## src/rtl/spi_cmd_framer.sv

```systemverilog
// SD-style command framer: sends a 6-byte command frame (cmd, 4 arg bytes, CRC7)
// to the SPI byte controller, then waits for one response byte with a timeout.
module spi_cmd_framer #(
  parameter int unsigned STB_CYCLES   = 4,
  parameter int unsigned RESP_TIMEOUT = 50000
) (
  input  logic        CLK50,
  input  logic        RST_N,
  input  logic        CMD_STB,
  input  logic [5:0]  CMD_IDX,
  input  logic [31:0] CMD_ARG,
  output logic        CMD_BUSY,
  output logic        CMD_DONE,
  output logic [7:0]  CMD_RESP,
  output logic        CMD_TMO,
  output logic        W_STB,
  output logic [7:0]  W_DATA,
  input  logic        W_ACK,
  input  logic        R_STB,
  input  logic [7:0]  R_DATA,
  output logic        CS
);

  typedef enum logic [2:0] {
    S_IDLE, S_CS_SETUP, S_SEND_STB, S_SEND_WAIT, S_RESP_WAIT, S_DONE
  } state_t;

  localparam logic [15:0] SETUP_LAST = 16'(STB_CYCLES - 1);
  localparam logic [15:0] STB_LAST   = 16'(STB_CYCLES);
  localparam logic [15:0] TMO_LAST   = 16'(RESP_TIMEOUT - 1);

  state_t      state_q, state_d;
  logic [2:0]  cnt_q, cnt_d;
  logic [15:0] timer_q, timer_d;
  logic [6:0]  crc_q, crc_d;
  logic [5:0]  idx_q, idx_d;
  logic [31:0] arg_q, arg_d;
  logic        ack_q, ack_prev_q;
  logic        cs_q, cs_d;
  logic        w_stb_q, w_stb_d;
  logic [7:0]  w_data_q, w_data_d;
  logic        busy_q, busy_d;
  logic        done_q, done_d;
  logic [7:0]  resp_q, resp_d;
  logic        tmo_q, tmo_d;
  logic        ack_edge;
  logic [15:0] timer_inc;
  logic [7:0]  next_byte;

  // CRC7 (x^7 + x^3 + 1) advanced over one byte, MSB first
  function automatic logic [6:0] crc7_byte(input logic [6:0] crc, input logic [7:0] b);
    logic [6:0] c;
    logic [7:0] d;
    logic       fb;
    c = crc;
    d = b;
    for (int unsigned i = 0; i < 8; i++) begin
      fb = c[6] ^ d[7];
      c  = {c[5:0], 1'b0} ^ (fb ? 7'h09 : 7'h00);
      d  = {d[6:0], 1'b0};
    end
    return c;
  endfunction

  function automatic logic [7:0] frame_byte(input logic [2:0] n, input logic [5:0] idx,
                                            input logic [31:0] arg);
    logic [7:0] b;
    case (n)
      3'd0:    b = {2'b01, idx};
      3'd1:    b = arg[31:24];
      3'd2:    b = arg[23:16];
      3'd3:    b = arg[15:8];
      3'd4:    b = arg[7:0];
      default: b = '0;
    endcase
    return b;
  endfunction

  always_comb begin
    state_d   = state_q;
    cnt_d     = cnt_q;
    timer_d   = timer_q;
    crc_d     = crc_q;
    idx_d     = idx_q;
    arg_d     = arg_q;
    cs_d      = cs_q;
    w_stb_d   = w_stb_q;
    w_data_d  = w_data_q;
    busy_d    = busy_q;
    done_d    = done_q;
    resp_d    = resp_q;
    tmo_d     = tmo_q;
    ack_edge  = ack_q & ~ack_prev_q;
    timer_inc = (timer_q == '1) ? timer_q : timer_q + 16'd1;
    next_byte = frame_byte(cnt_q + 3'd1, idx_q, arg_q);

    case (state_q)
      S_IDLE: begin
        if (CMD_STB) begin
          idx_d   = CMD_IDX;
          arg_d   = CMD_ARG;
          crc_d   = '0;
          cnt_d   = '0;
          timer_d = '0;
          busy_d  = 1'b1;
          cs_d    = 1'b0;
          tmo_d   = 1'b0;
          resp_d  = 8'hFF;
          state_d = S_CS_SETUP;
        end
      end
      S_CS_SETUP: begin
        if (timer_q == SETUP_LAST) begin
          w_data_d = {2'b01, idx_q};
          crc_d    = crc7_byte(crc_q, {2'b01, idx_q});
          timer_d  = '0;
          state_d  = S_SEND_STB;
        end else begin
          timer_d = timer_inc;
        end
      end
      S_SEND_STB: begin
        if (timer_q == STB_LAST) begin
          w_stb_d = 1'b0;
          timer_d = '0;
          state_d = S_SEND_WAIT;
        end else begin
          w_stb_d = 1'b1;
          timer_d = timer_inc;
        end
      end
      S_SEND_WAIT: begin
        if (ack_edge) begin
          timer_d = '0;
          if (cnt_q != 3'd5) begin
            cnt_d = cnt_q + 3'd1;
            // crc_q already covers B0..B4 once the fifth argument-side byte is out
            if (cnt_q == 3'd4) begin
              w_data_d = {crc_q, 1'b1};
            end else begin
              w_data_d = next_byte;
              crc_d    = crc7_byte(crc_q, next_byte);
            end
            state_d = S_SEND_STB;
          end else begin
            state_d = S_RESP_WAIT;
          end
        end
      end
      S_RESP_WAIT: begin
        if (R_STB) begin
          resp_d  = R_DATA;
          tmo_d   = 1'b0;
          done_d  = 1'b1;
          cs_d    = 1'b1;
          state_d = S_DONE;
        end else if (timer_q == TMO_LAST) begin
          resp_d  = 8'hFF;
          tmo_d   = 1'b1;
          done_d  = 1'b1;
          cs_d    = 1'b1;
          state_d = S_DONE;
        end else begin
          timer_d = timer_inc;
        end
      end
      S_DONE: begin
        done_d  = 1'b0;
        busy_d  = 1'b0;
        cs_d    = 1'b1;
        cnt_d   = '0;
        state_d = S_IDLE;
      end
      default: state_d = S_IDLE;
    endcase
  end

  always_ff @(posedge CLK50 or negedge RST_N) begin
    if (!RST_N) begin
      state_q    <= S_IDLE;
      cnt_q      <= '0;
      timer_q    <= '0;
      crc_q      <= '0;
      idx_q      <= '0;
      arg_q      <= '0;
      ack_q      <= 1'b0;
      ack_prev_q <= 1'b0;
      cs_q       <= 1'b1;
      w_stb_q    <= 1'b0;
      w_data_q   <= '0;
      busy_q     <= 1'b0;
      done_q     <= 1'b0;
      resp_q     <= 8'hFF;
      tmo_q      <= 1'b0;
    end else begin
      state_q    <= state_d;
      cnt_q      <= cnt_d;
      timer_q    <= timer_d;
      crc_q      <= crc_d;
      idx_q      <= idx_d;
      arg_q      <= arg_d;
      ack_q      <= W_ACK;
      ack_prev_q <= ack_q;
      cs_q       <= cs_d;
      w_stb_q    <= w_stb_d;
      w_data_q   <= w_data_d;
      busy_q     <= busy_d;
      done_q     <= done_d;
      resp_q     <= resp_d;
      tmo_q      <= tmo_d;
    end
  end

  assign CS       = cs_q;
  assign W_STB    = w_stb_q;
  assign W_DATA   = w_data_q;
  assign CMD_BUSY = busy_q;
  assign CMD_DONE = done_q;
  assign CMD_RESP = resp_q;
  assign CMD_TMO  = tmo_q;

endmodule

```

## config.mk

```make
export PLATFORM = sky130hd
export DESIGN_NAME = spi_cmd_framer
export DESIGN_NICKNAME = d
export VERILOG_FILES = /design/src/rtl/spi_cmd_framer.sv
export SDC_FILE = /design/constraint.sdc
export NUM_CORES = 1
export LEC_CHECK = 0
export CAP_MARGIN = 0
export CORE_ASPECT_RATIO = 1.5
export CORE_MARGIN = 10
export CORE_UTILIZATION = 50
export CTS_CLUSTER_DIAMETER = 100
export DETAILED_ROUTE_END_ITERATION = 7
export GPL_TIMING_DRIVEN = 0
export HOLD_SLACK_MARGIN = 0.05
export PLACE_DENSITY = 0.87
export SYNTH_ARGS = -nofsm -noshare
export SYNTH_HDL_FRONTEND = slang
export SYNTH_SLANG_ARGS = --single-unit
```

## constraint.sdc

```tcl
create_clock -name CLK50 -period 2.35 [get_ports CLK50]
set_input_delay 0.705 -clock CLK50 [delete_from_list [all_inputs] [get_ports CLK50]]
set_output_delay 0.705 -clock CLK50 [all_outputs]
set_load 0.05 [all_outputs]
```

After elaboration in Yosys (flattened, before gate mapping) --
Index checks and enable logic that the tools add are counted. Widths: inputs -> output; s select.
Word-level totals: word-level logic and storage cells 155, output and inout bits 21, input bits 51, register bits after elaboration 90
Operators by class: equality and inequality tests 24, bitwise logic cells 32, mux-type cells 62, add/sub/neg operators 2, reductions and logical operators 20
Operator list (count):
- $mux 16 | 7
- $xor 7x4->7 | 16
- $pmux 16 s5 | 1
- $mux 4 | 16
- $mux 8 | 7
- $pmux 8 s5 | 1
- $mux 7 | 5
- $eq 16x16->1 const B | 2
- $pmux 8 s2 | 2
- $mux 3 | 10
- $pmux 7 s3 | 1
- $add 16x1->16 const B | 1
- $eq 16x2->1 const B | 1
- $eq 16x3->1 const B | 1
- $ne 2x2->1 const B | 8
- $pmux 3 s5 | 1
- $xor 1x1->1 | 14
- $eq 3x2->1 const B | 4
- $eq 3x3->1 const B | 4
- $reduce_and 5->1 | 2
- $pmux 3 s3 | 1
- $reduce_bool 3->1 | 3
- $reduce_and 4->1 | 2
- $reduce_bool 2->1 | 4
- other kinds (13) | 26

Longest topological paths before layout --
Gate-level depths: netlist of the first run.
depth after elaboration 31, gate-level depth with buffers 10, gate-level depth less buffers 8

Least setup slack after synthesis of the first run --
Ideal clock, no wire load.
path type register to register, start register cnt_q[0], end register crc_q[4], stages on the path, launching flop included 10, clock period less this slack 2280 ps, slack 70 ps, library setup time 142 ps, arrival 2138 ps, buffers on the path 1, data required time 2208 ps, cells stage by stage dfrtp_1 > inv_1 > ha_1 > buf_2 > a22o_1 > or3_4 > a2111oi_4 > xnor2_1 > xor2_1 > o221ai_1
Between the ends: cells in the longest elaborated chain, start to end 17, elaborated cells between the ends (all ways) 28, those cells by class add/sub: 1; eq/ne: 8; mux: 8; bitwise: 9; reduce/logical: 2
RTL lines:
- start: declaration | line 33 | logic [2:0] cnt_q, cnt_d;
- start signal: assignment | line 197 | cnt_q <= cnt_d;
- $add 3x1->3 | line 95 | next_byte = frame_byte(cnt_q + 3'd1, idx_q, arg_q);
- $eq 3x3->1 (tied with other cells) | line 68 | case (n)
- $pmux 8 s5 | line 68
- $xor 1x1->1 | line 58 | fb = c[6] ^ d[7];
- $mux 4 | line 59 | c = {c[5:0], 1'b0} ^ (fb ? 7'h09 : 7'h00);
- $xor 7x4->7 (4 in a row) | line 59
- $xor 1x1->1 | line 58
- $mux 4 | line 59
- $xor 7x4->7 (2 in a row) | line 59
- $mux 7 | line 138 | if (cnt_q == 3'd4) begin
- $mux 7 | line 135 | if (cnt_q != 3'd5) begin
- $mux 7 | line 133 | if (ack_edge) begin
- $pmux 7 s3 | line 97 | case (state_q)
- end signal: assignment | line 199 | crc_q <= crc_d;
- end: declaration | line 35 | logic [6:0] crc_q, crc_d;
Parallel ways exist; a longest one is shown, timed or not. The select of a mux whose other input is x is not followed. A chain may end at the register's enable or synchronous reset.

Worst setup path after layout of the first run --
start register cnt_q[1], end register crc_q[0]
Between the ends: cells in the longest elaborated chain, start to end 19, elaborated cells between the ends (all ways) 30, those cells by class add/sub: 1; eq/ne: 8; mux: 8; bitwise: 11; reduce/logical: 2
RTL lines (line):
- $add 3x1->3 | 95
- $eq 3x3->1 (tied with other cells) | 68
- $pmux 8 s5 | 68
- $xor 1x1->1 | 58
- $mux 4 | 59
- $xor 7x4->7 (7 in a row) | 59
- $xor 1x1->1 | 58
- $mux 4 | 59
- $xor 7x4->7 | 59
- $mux 7 | 138
- $mux 7 | 135
- $mux 7 | 133
- $pmux 7 s3 | 97
Parallel ways exist; a longest one is shown, timed or not. The select of a mux whose other input is x is not followed.

==> impl_results.md, run 1 <==
* Run status: finished with violations
* Violated checks: negative setup slack
* Die H at 143.9 microns
* Design Power at 8.829 mW
* Fin cells at 726
* Share of cells above drive strength 1 at a little over a quarter
* CP Class: reg -> reg
* RSZ-0062 raised after global routing: yes
* Clk_lat worst skew at 0.36 ns
* Met2 wire len at 7869 microns
* Pwr dens at 1317 nW/um^2
* Fin Hold WS at 0.3012 ns
* RR Startpoint: cnt_q[1]
* Setup violators final at 5
* Post-placement cell area at 6000 sq um
* Full die area at 14760 sq um
* Fmax at 405.5 MHz
* Initial DRC Count at around 330
* Via count at 4617
* Synth-to-Final Area Change at 30.98%
* Largest net degree at the start of global routing at 57
* Filler instances at approximately 700
* CP Max Fanout at 10
* Final max-slew violation count at 0
* Syn Area/Cell at 10.23 sq um
* Post-synthesis register bit count at 90
* Via density at around 6.4
* Most frequent cells in the layout: dfrtp_1, clkdlybuf4s50_1, mux2_2
* Clock tree buffer depth at 2
* Multi-input combinational cell area at 2873 sq um
* Synth unique cells at 73
* Diode count at 0
* Period utilization at 104.9%
* Met3 Wirelength at approximately 1300 microns
* Worst hold path class: in -> async
* Hold_buf cts at 0
* Final WS setup at -0.1158 ns
* Layout Nets at 662
* M1 WL at 5344 microns
* CP Launch Type: register
* Crit. Startpoint: cnt_q[1]
* Placeable core area at 10080 sq um
* CTS root buf: clkbuf_16
* WL per Instance at roughly 21 microns
* Num rows at 45
* Yosys top cell by area: dfrtp_1
* Inst Count DP at 689
* Post-synth EDFFs at 0
* Total wire length at 15370 microns
* Clock skew at 0.01793 ns
* Worst-Margin Slew at 0.6612 ns
* Predominant post-synthesis flop cell: dfrtp_1
* Place WS at -0.7709 ns
* WP data arrival at 2.76 ns
* IO Pins at slightly above 70
* Number of max-cap violations at 0
* DP Wirelength at approximately 11000 microns
* IO buf count at 71
* H-tree Lvls at 3
* Mapped cell area at ~5100 sq um
* Top Layer Used: met4
* TritonCTS clock tree: built
* Async SR Flop Fraction at 100.0%
* GRT Total Usage at between 20% and 30%
* Ranking of synthesized cells by area: dfrtp_1, mux2_2, dfstp_2
* Sequential Area at 2266 sq um
* Pleak at 2.724 nW
* Initial Utilization at between 50% and 60%
* Yosys warns at 0
* Initial antenna violation count at 0
* Mapped Nets at around 560
* Remaining antenna violation count at 0
* Clock slew at reported path FFs at 0.07 ns
* Area share of the largest cell type after synthesis at 39.61%
* Max rail drop VDD at 0.0006873 V
* First-pass GRT wire length at 24050 microns
* Final instance area at 6703 sq um
* Worst-case reg-to-reg path depth at 8
* Global route overflow at 0
* Drt pass-1 iters at 5
* Syn Inst Count at 500
* Final Hold Vio Count at 0
* Worst path required time at 2.64 ns
* Final min period at 2.466 ns
* Max-slew headroom at 55.77%
* GPL Wtd Cong at about 0.94
* Most common cell after layout, fill and taps aside: dfrtp_1
* TritonCTS Sinks at 90
* Post-route DRC at 0
* Crit end category: register
* TritonCTS buffer count at 9
* Vias in the first global route at 4769
* Die Wd at 102.6 microns
* Post-synthesis sequential area ratio at 44.23%
[timing repair]
item	in CTS	in global routing
setup buffers	14	10
hold endpoints to repair	0	0
pin swaps	14	15
gates resized for setup	50	35
setup endpoints to repair	43	53
[worst paths after layout]
path                                     to  slack [ns]
worst max-delay path               crc_q[0]       -0.12
worst min-delay path            timer_q[10]        0.30
worst max register to register     crc_q[0]       -0.12
worst min register to register   ack_prev_q        0.41
max in group asynchronous       CMD_RESP[2]        1.36
min in group CLK50               ack_prev_q        0.41
[cells in the mapped netlist, drive strengths merged, types with 5 or more instances]
| cell | count |
|---|---|
| a21oi | 25 |
| xnor2 | 21 |
| a31oi | 5 |
| clkbuf | 8 |
| o22a | 10 |
| nand2 | 36 |
| o211ai | 8 |
| nor4 | 5 |
| nor2 | 41 |
| o21ai | 21 |
| a2111oi | 5 |
| a22oi | 15 |
| buf | 18 |
| dfstp | 9 |
| nor3 | 11 |
| and2 | 6 |
| ha | 7 |
| a211oi | 8 |
| mux2 | 41 |
| xor2 | 8 |
| and3 | 8 |
| nand4 | 10 |
| dfrtp | 81 |
| nand3 | 16 |
| inv | 18 |
[per-layer routing]
metal	vias to the layer above	GRT usage, %
met5	-	0
met4	0	14.01
met1	2228	22.27
met2	277	35.44
li1	2035	-
met3	77	4.421
[logic make-up (layout without fill, tap and decap cells)]
kind of cell | Yosys count | after routing | synth area share [%]
AOI/OAI and AO/OA | 128 | 128 | 18.17
xor gates and xnor gates | 32 | 32 | 6.430
DFF | 90 | 90 | 44.23
and+or+nand+nor | 153 | 153 | 15.82
adders and majority gates | 7 | 7 | 1.711
muxes | 45 | 45 | 9.878
buffers and inverters | 45 | 154 | 3.765
[report_power, final]
part	total [mW]	internal (mW)	switching, mW
clock network	1.41	0.736	0.672
registers	2.64	2.14	0.498
logic	4.78	2.21	2.57
total	8.83	5.08	3.74
[critical path: stages (launching register included)]
cell	delay [ns]
dfrtp_2	0.41
ha_2	0.24
buf_4	0.22
o211ai_1	0.17
nor2_1	0.36
o21ai_1	0.21
and3_1	0.24
or4b_1	0.47
nand3_1	0.08
[flip-flops by register name, indices dropped and copies added, names as in the netlist]
name / cells
state_q: 3
idx_q: 6
CMD_DONE: 1
CMD_BUSY: 1
CMD_TMO: 1
W_STB: 1
W_DATA: 8
crc_q: 7
CS: 1
timer_q: 16
ack_prev_q: 1
cnt_q: 3
arg_q: 32
ack_q: 1
CMD_RESP: 8
[metrics by stage]
step,util [%],TNS [ns]
floorplan,-,0
global placement,59.28,-246.02
detailed placement,59.53,-25.62
CTS,64.71,-0.1550
global route,66.51,-0.6840
finish,66.51,-0.3870
[cell type report]
cell class	instances	area share, %
multi-input combinational	365	42.86
sequential	90	33.81
clock inverter	7	0.8960
tap	117	2.184
inverter	19	1.120
clock buffer	9	3.360
buffer	23	2.109
timing repair buffer	96	13.66
Note: power is estimated with default switching activity, not from simulation.
==> run 2, diff against run 1 <==
Settings changed: GPL_ROUTABILITY_DRIVEN set to 0.
==> run 2 against run 1 <==
  * The flow still finishes with violations (negative setup slack)
  * Sequential share of layout area rose by 0.14 points
  * Die area did not move
  * Worst setup slack improved by 0.014 ns
  * Cell count fell by 0.69%
  * Via count fell by 3.1%
  * First-iteration DRC count fell by 5.8%
  * Largest cell class unchanged
  * Largest power group unchanged
==> impl_results.md, run 2 (synthesis results as in run 1) <==
* Drt pass-1 iters at 7 (+2)
* TritonCTS clock tree: built
* Layout Nets at 657 (-0.76%)
* Pleak at 2.710 nW (-0.50%)
* Clk_lat worst skew at 0.34 ns (-0.02 ns)
* Die Wd at 102.6 microns (unchanged)
* Multi-input combinational cell area at 2897 sq um (+0.83%)
* Num rows at 45 (unchanged)
* Most frequent cells in the layout: dfrtp_1, clkdlybuf4s50_1, mux2_2
* First-pass GRT wire length at 24060 microns (about the same)
* Worst-Margin Slew at 0.7178 ns (+0.05655 ns)
* Largest net degree at the start of global routing at 57 (unchanged)
* Fmax at 407.9 MHz (+0.59%)
* Clock slew at reported path FFs at 0.07 ns (about the same)
* Top reg by flops: arg_q
* Final min period at 2.451 ns (-0.01437 ns)
* Max rail drop VDD at 0.0006077 V (-12%)
* TritonCTS Sinks at 90 (unchanged)
* Worst-case reg-to-reg path depth at 8 (unchanged)
* Initial DRC Count at 306 (-5.8%)
* Share of cells above drive strength 1 at 26.66% (-0.77 points)
* CP Launch Type: register
* Initial Utilization at 50.78% (unchanged)
* Period utilization at 104.3% (-0.61 points)
* Synth-to-Final Area Change at 30.44%
* Filler instances at 709 (-1.1%)
* Violated checks: negative setup slack
* IO buf count at 71 (unchanged)
* Die H at 143.9 microns (unchanged)
* Run status: finished with violations
* IO Pins at 72 (unchanged)
* Final max-slew violation count at 0 (unchanged)
* Placeable core area at 10080 sq um (unchanged)
* H-tree Lvls at 3 (unchanged)
* Clock power share at 15.9% (about the same)
* Gr busiest metal: met2
* Final WS setup at -0.1014 ns (+0.01437 ns)
* Inst Count DP at 689 (unchanged)
* WL per Instance at 20.69 microns (-2.3%)
* Total wire length at 14920 microns (-2.9%)
* Setup violators final at 3 (-2)
* Met1 Use GR at 23.48% (+1.2 points)
* Place WS at -0.8184 ns (-0.04745 ns)
* Switch Pwr at 3.693 mW (-1.4%)
* Vias in the first global route at 4611 (-3.3%)
* Diode count at 0 (unchanged)
* Initial antenna violation count at 0 (unchanged)
* Sequential Area at 2266 sq um (unchanged)
* Crit end category: register
* TritonCTS buffer count at 9 (unchanged)
* CTS root buf: clkbuf_16
* CP Class: reg -> reg
* GRT Total Usage at 20.74% (-0.033 points)
* Sequential share of power at 30.3% (+0.4 points)
* Via count at 4472 (-3.1%)
* Most common cell after layout, fill and taps aside: dfrtp_1
* Final instance area at 6675 sq um (-0.41%)
* Fin cells at 721 (-0.69%)
* Remaining antenna violation count at 0 (unchanged)
* Design Power at 8.746 mW (-0.93%)
* Global route overflow at 0 (unchanged)
* Post-route DRC at 0 (unchanged)
* Number of max-cap violations at 0 (unchanged)
* Pwr dens at 1310 nW/um^2 (-0.52%)
* Clock skew at 0.005282 ns (-0.01265 ns)
* Worst path required time at 2.55 ns (-0.09 ns)
* Setup tns final at -0.2348 ns (+0.1522 ns)
* Max FFs per register at 32 (unchanged)
* Clock tree buffer depth at 2 (unchanged)
* Final Hold Vio Count at 0 (unchanged)
* Sw frac at 42.22% (-0.19 points)
* Max-slew headroom at 51.97% (-3.8 points)
* RSZ-0062 raised after global routing: yes
* Worst hold path class: in -> async
* WP data arrival at 2.65 ns (-0.11 ns)
* Largest regs: arg_q (32), timer_q (16)
* Logic pwr share at 53.8% (-0.4 points)
* Grt met2 use at 36.05% (+0.61 points)
* CP Max Fanout at 9 (-1)
* Final Util at 66.23% (-0.27 points)
* Internal power at 5.053 mW (-0.61%)
* DP Wirelength at 10400 microns (-2.7%)
* Via density at 6.202 (-2.5%)
* Met3 usage at 5.526% (+1.1 points)
* Post-placement cell area at 6000 sq um (unchanged)
* Full die area at 14760 sq um (unchanged)
* Fin Hold WS at 0.3154 ns (+0.01425 ns)
run 2: path summary, 6_finish.rpt:
kind / from / endpoint / slack (ns)
setup / recovery: cnt_q[0] / crc_q[4] / -0.10
hold / removal: RST_N / timer_q[10] / 0.32
setup reg to reg: cnt_q[0] / crc_q[4] / -0.10
hold reg to reg: ack_q / ack_prev_q / 0.40
max in group asynchronous: RST_N / CS / 1.35
min in group CLK50: ack_q / ack_prev_q / 0.40
run 2: worst max-delay path: stages (launching register included):
cell and delay (ns):
dfrtp_2 0.47, buf_4 0.17, ha_4 0.20, a22o_1 0.25, or3_4 0.36, a2111oi_4 0.41
xnor2_2 0.18, xor2_1 0.16, o221ai_1 0.11
run 2: metal layers:
metal	share of wire, %	vias to the layer above
li1	-	2031
met1	37	2176
met2	52	225
met3	8.0	40
met4	3.4	0
met5	0	-
run 2: area by class of cell:
| class | instances | share of cell area [%] |
|---|---|---|
| Clock buffer | 9 | 3.374 |
| Sequential cell | 90 | 33.95 |
| Clock inverter | 7 | 0.8810 |
| Buffer | 22 | 1.949 |
| Timing Repair Buffer | 92 | 13.20 |
| Multi-Input combinational cell | 365 | 43.39 |
| Tap cell | 117 | 2.193 |
| Inverter | 19 | 1.068 |
run 2: power by group through the flow:
stage / sequential (mW) / combinational, mW / clock, mW
floorplan: 2.89 / 2.58 / 0
global route: 2.70 / 5.01 / 1.47
global placement: 2.57 / 3.89 / 0
finish: 2.65 / 4.71 / 1.39
CTS: 2.59 / 4.46 / 1.41
detailed placement: 2.60 / 4.05 / 0
run 2: what timing repair did:
item	in CTS	in global routing
endpoints found under the setup margin	43	45
setup buffers	13	7
hold buffers	0	0
gates resized for setup	49	31
pin swaps	15	13
